--- config.mk ---
export PLATFORM = sky130hd
export DESIGN_NAME = multiplicador
export DESIGN_NICKNAME = d
export VERILOG_FILES = /design/src/rtl/multiplicador.sv
export SDC_FILE = /design/constraint.sdc
export NUM_CORES = 1
export LEC_CHECK = 0
export CAP_MARGIN = 30
export CORE_MARGIN = 2
export CORE_UTILIZATION = 31
export DETAILED_ROUTE_END_ITERATION = 6
export HOLD_SLACK_MARGIN = 0.05
export SETUP_SLACK_MARGIN = 0.02
export SLEW_MARGIN = 5
export SYNTH_ARGS = -nofsm -noshare
export SYNTH_HDL_FRONTEND = slang
export SYNTH_SLANG_ARGS = --single-unit
--- constraint.sdc ---
create_clock -name clk -period 2.9 [get_ports clk]
set_input_delay 0.29 -clock clk [delete_from_list [all_inputs] [get_ports clk]]
set_output_delay 0.29 -clock clk [all_outputs]
set_load 0.02 [all_outputs]
--- src/rtl/multiplicador.sv ---
// multiplicador: shift-and-add unsigned multiplier (clk, rst, init, A, B in; producto, busy, done out)
module multiplicador #(
   parameter int N = 3
) (
   input  logic           clk,
   input  logic           rst,
   input  logic           init,
   input  logic [N-1:0]   A,
   input  logic [N-1:0]   B,
   output logic [2*N-1:0] producto,
   output logic           busy,
   output logic           done
);
   localparam int CW = $clog2(N) + 1;
   typedef enum logic [2:0] {IDLE, CHECK, ADD, SHIFT, DONE} state_t;
   state_t         state_q;
   logic [2*N-1:0] mcand_q, acc_q, producto_q;
   logic [N-1:0]   mplier_q;
   logic [CW-1:0]  cnt_q;
   logic           busy_q, done_q;
   assign producto = producto_q;
   assign busy = busy_q;
   assign done = done_q;
   always_ff @(posedge clk) begin
      if (rst) begin
         state_q <= IDLE;
         mcand_q <= '0;
         acc_q <= '0;
         producto_q <= '0;
         mplier_q <= '0;
         cnt_q <= '0;
         busy_q <= 1'b0;
         done_q <= 1'b0;
      end else begin
         case (state_q)
            IDLE: if (init) begin
               mcand_q <= {{N{1'b0}}, A};
               mplier_q <= B;
               acc_q <= '0;
               cnt_q <= '0;
               busy_q <= 1'b1;
               state_q <= CHECK;
            end
            CHECK: state_q <= mplier_q[0] ? ADD : SHIFT;
            ADD: begin
               acc_q <= acc_q + mcand_q;
               state_q <= SHIFT;
            end
            SHIFT: begin
               mcand_q <= mcand_q << 1;
               mplier_q <= mplier_q >> 1;
               cnt_q <= cnt_q + 1'b1;
               if (cnt_q == CW'(N - 1)) begin
                  producto_q <= acc_q;
                  busy_q <= 1'b0;
                  done_q <= 1'b1;
                  state_q <= DONE;
               end else begin
                  state_q <= CHECK;
               end
            end
            DONE: begin
               done_q <= 1'b0;
               state_q <= IDLE;
            end
            default: state_q <= IDLE;
         endcase
      end
   end
endmodule
==> results.py <==
metrics = {
    "status": {
        "status": "complete, no violations",
    },
    "global_route": {
        "antenna_found_initial": 0,
        "grt_max_degree": 14,
        "grt_overflow": 0,
        "first_global_vias": 1049,
        "grt_pass1_wl_um": 4600,
        "grt_usage_pct": 12.0,
    },
    "worst_setup_path": {
        "critPathArrivalTime_ns": 2.07,
        "critPathCaptureType": "register",
        "cp.required_ns": 3.06,
        "crit_fanout": 4,
        "cp-start-kind": "register",
        "crit_type": "reg -> reg",
        "reg2regPathDepth": 5,
        "r2r_end": "acc_q[5]",
        "startpoint": "mcand_q[1]",
        "regToRegSetupSlack_ns": 0.99,
        "regToRegStartpoint": "mcand_q[1]",
    },
    "placement": {
        "portBuffers": 16,
        "gp_congestion": 0.793,
        "postPlaceCellArea_um2": 1570,
        "place_hpwl_um": 2010,
    },
    "timing": {
        "post-route-period-util_pct": 65.7,
        "slew_viol_final": 0,
        "period_needed_ns": 1.91,
        "fin_skew_ns": 0.00531,
        "fmaxAchievable_mhz": 525,
        "hold_viol": 0,
        "fin_tns_setup_ns": 0,
        "worst_pin_slew_ns": 0.466,
        "slew_headroom_pct": 68.9,
        "setup_violations": 0,
        "rsz0062_at_grt": "false",
    },
    "final_layout": {
        "mostFrequentLayoutCells": "dfxtp_1 (29), nor2_1 (24), clkdlybuf4s50_1 (16)",
        "final_nets": 177,
        "drive_above_1_share_pct": 10.6,
        "syn2layout_area_growth_pct": 22.2,
        "layout_commonest_cell": "dfxtp_1",
        "n_antenna_cell": 0,
        "final_util_pct": 38.5,
        "fin_area_um2": 1660,
    },
    "synth": {
        "synth_top_family_by_area": "simple AND/OR/NAND/NOR gates",
        "synth.top_cell.area_share_pct": 42.8,
        "synth_edf_count": 0,
        "ys_async_sr_fraction_pct": 0,
        "synthFlopType": "dfxtp_1",
        "yosys_register_bits": 29,
        "synth_top_area_cell": "dfxtp_1",
        "yosysUniqueCellTypes": 39,
        "avgSynthCellArea_um2": 9.61,
        "synth-xor-area-share_pct": 1.94,
        "yosysSeqAreaShare_pct": 42.8,
        "synthMuxAreaShare_pct": 6.37,
        "syn-num-nets": 158,
        "synthSimpleGateAreaFrac_pct": 22.3,
        "synthCells": 141,
        "yosysWarnings": 0,
        "synthesis.area_um2": 1360,
        "synth-adder-area-share_pct": 7.94,
        "synth_compound_area_share_pct": 15.8,
        "synthTopCellsByArea": "dfxtp_1 (43%), nor2_1 (6.6%), ha_1 (6.5%)",
    },
    "clocking": {
        "cts_max_level": 2,
        "ctsResizeCount": 0,
        "clock_latency_ns": 0.28,
        "numCtsBuffers": 5,
        "clk_pin_slew_worst_paths_ns": 0.06,
        "cts_tree": "built",
        "cts_sinks": 29,
        "post_cts_buffers": 0,
        "cts_buffer_depth": 2,
        "cts-root-buf": "clkbuf_8",
        "ctsHoldBuffers": 0,
    },
    "pwr": {
        "power_density_nw_per_um2": 525,
        "p_leak_nw": 0.712,
        "peakVddDrop_mv": 0.128,
    },
    "routing": {
        "finalWirelength_um": 2760,
        "viasPerCell": 5.09,
        "vias": 1079,
        "drcViolationCount": 0,
        "dr.pass1.iters": 4,
        "dr.first_iter.drc_count": 72,
        "ant_nets": 0,
        "wl_per_cell_um": 13.0,
    },
    "die": {
        "initial_core_util_pct": 31.6,
        "die_area_um2": 4920,
        "die_x_um": 70.1,
        "core-area_um2": 4290,
        "ioPinCount": 17,
        "die_y_um": 70.1,
        "num_rows": 24,
    },
    "hold_path": {
        "holdPathEnd": "done",
        "hold_path_class": "reg -> reg",
        "min-delay-start": "done",
        "whs_path_depth": 2,
    },
    "flow_run": {
        "maxCapViolCount": 0,
    },
}
## flip-flops by register name, indices dropped and copies added, names as in the netlist
name      flops
cnt_q         3
producto      6
mcand_q       6
state_q       3
done          1
busy          1
mplier_q      3
acc_q         6
## cell usage after synthesis, types with 2 or more instances
| cell | instances |
|---|---|
| a211o_1 | 2 |
| a21o_1 | 2 |
| a21oi_1 | 9 |
| a22oi_1 | 10 |
| buf_2 | 3 |
| clkbuf_1 | 3 |
| dfxtp_1 | 29 |
| ha_1 | 7 |
| mux2i_1 | 6 |
| nand2_1 | 6 |
| nand3b_1 | 4 |
| nor2_1 | 24 |
| nor3_1 | 6 |
| nor3b_1 | 3 |
| o22ai_1 | 2 |
| xor2_1 | 2 |
## kinds of logic (layout without fill, tap and decap cells)
| logic type | Yosys count | in the layout |
|---|---|---|
| DFF | 29 | 29 |
| and+or+nand+nor | 54 | 54 |
| xor gates and xnor gates | 3 | 3 |
| muxes | 8 | 8 |
| buffers and inverters | 8 | 27 |
| adders and majority gates | 8 | 8 |
| AOI/OAI and AO/OA | 31 | 31 |
## layer usage
metal / wire length [um] / part of all wire [%] / GRT usage (%) / vias to the layer above
met5: 0 / 0 / 0 / -
met2: 1290 / 47 / 19.6 / 27
met3: 123 / 4.5 / 4.18 / 8
li1: - / - / - / 543
met1: 1260 / 46 / 13.2 / 501
met4: 79 / 2.9 / 7.91 / 0
## final cells by class
class | instances | area, um^2
sequential | 29 | 581
tap | 52 | 65.1
timing repair buffer | 19 | 183
clock buffer | 7 | 86.3
fill | 427 | 2640
multi-input combinational | 104 | 737
inverter | 1 | 3.75
## stage by stage
step / setup WS [ns] / hold WS, ns / instances / power (mW)
2_1_floorplan: 1.08 / 0.434 / 141 / 0.518
3_3_place_gp: 1.03 / 0.444 / 205 / 0.549
3_5_place_dp: 1.02 / 0.449 / 205 / 0.553
4_1_cts: 0.989 / 0.457 / 212 / 0.883
5_1_grt: 0.919 / 0.482 / 212 / 0.911
6_report: 0.995 / 0.457 / 212 / 0.869
## worst max-delay path, stage by stage, from the launching register on
cell,delay (ns)
dfxtp_1,0.40
ha_1,0.27
a211o_1,0.31
and4_1,0.18
a311o_1,0.33
mux2_4,0.30
## worst max-delay path by stage
stage	endpoint	slack, ns	cells after the start
2_1_floorplan	acc_q[5]	1.08	5
3_3_place_gp	acc_q[5]	1.03	5
3_5_place_dp	acc_q[5]	1.02	5
4_1_cts	acc_q[5]	0.99	5
5_1_grt	acc_q[5]	0.92	5
6_report	acc_q[5]	0.99	5
## power breakdown
part           internal [mW]  switching [mW]  total [mW]
sequential             0.415          0.0193       0.434
clock                  0.188           0.138       0.325
combinational         0.0494          0.0596       0.109
total                  0.652           0.217       0.869
(Power assumes the default switching activity.)
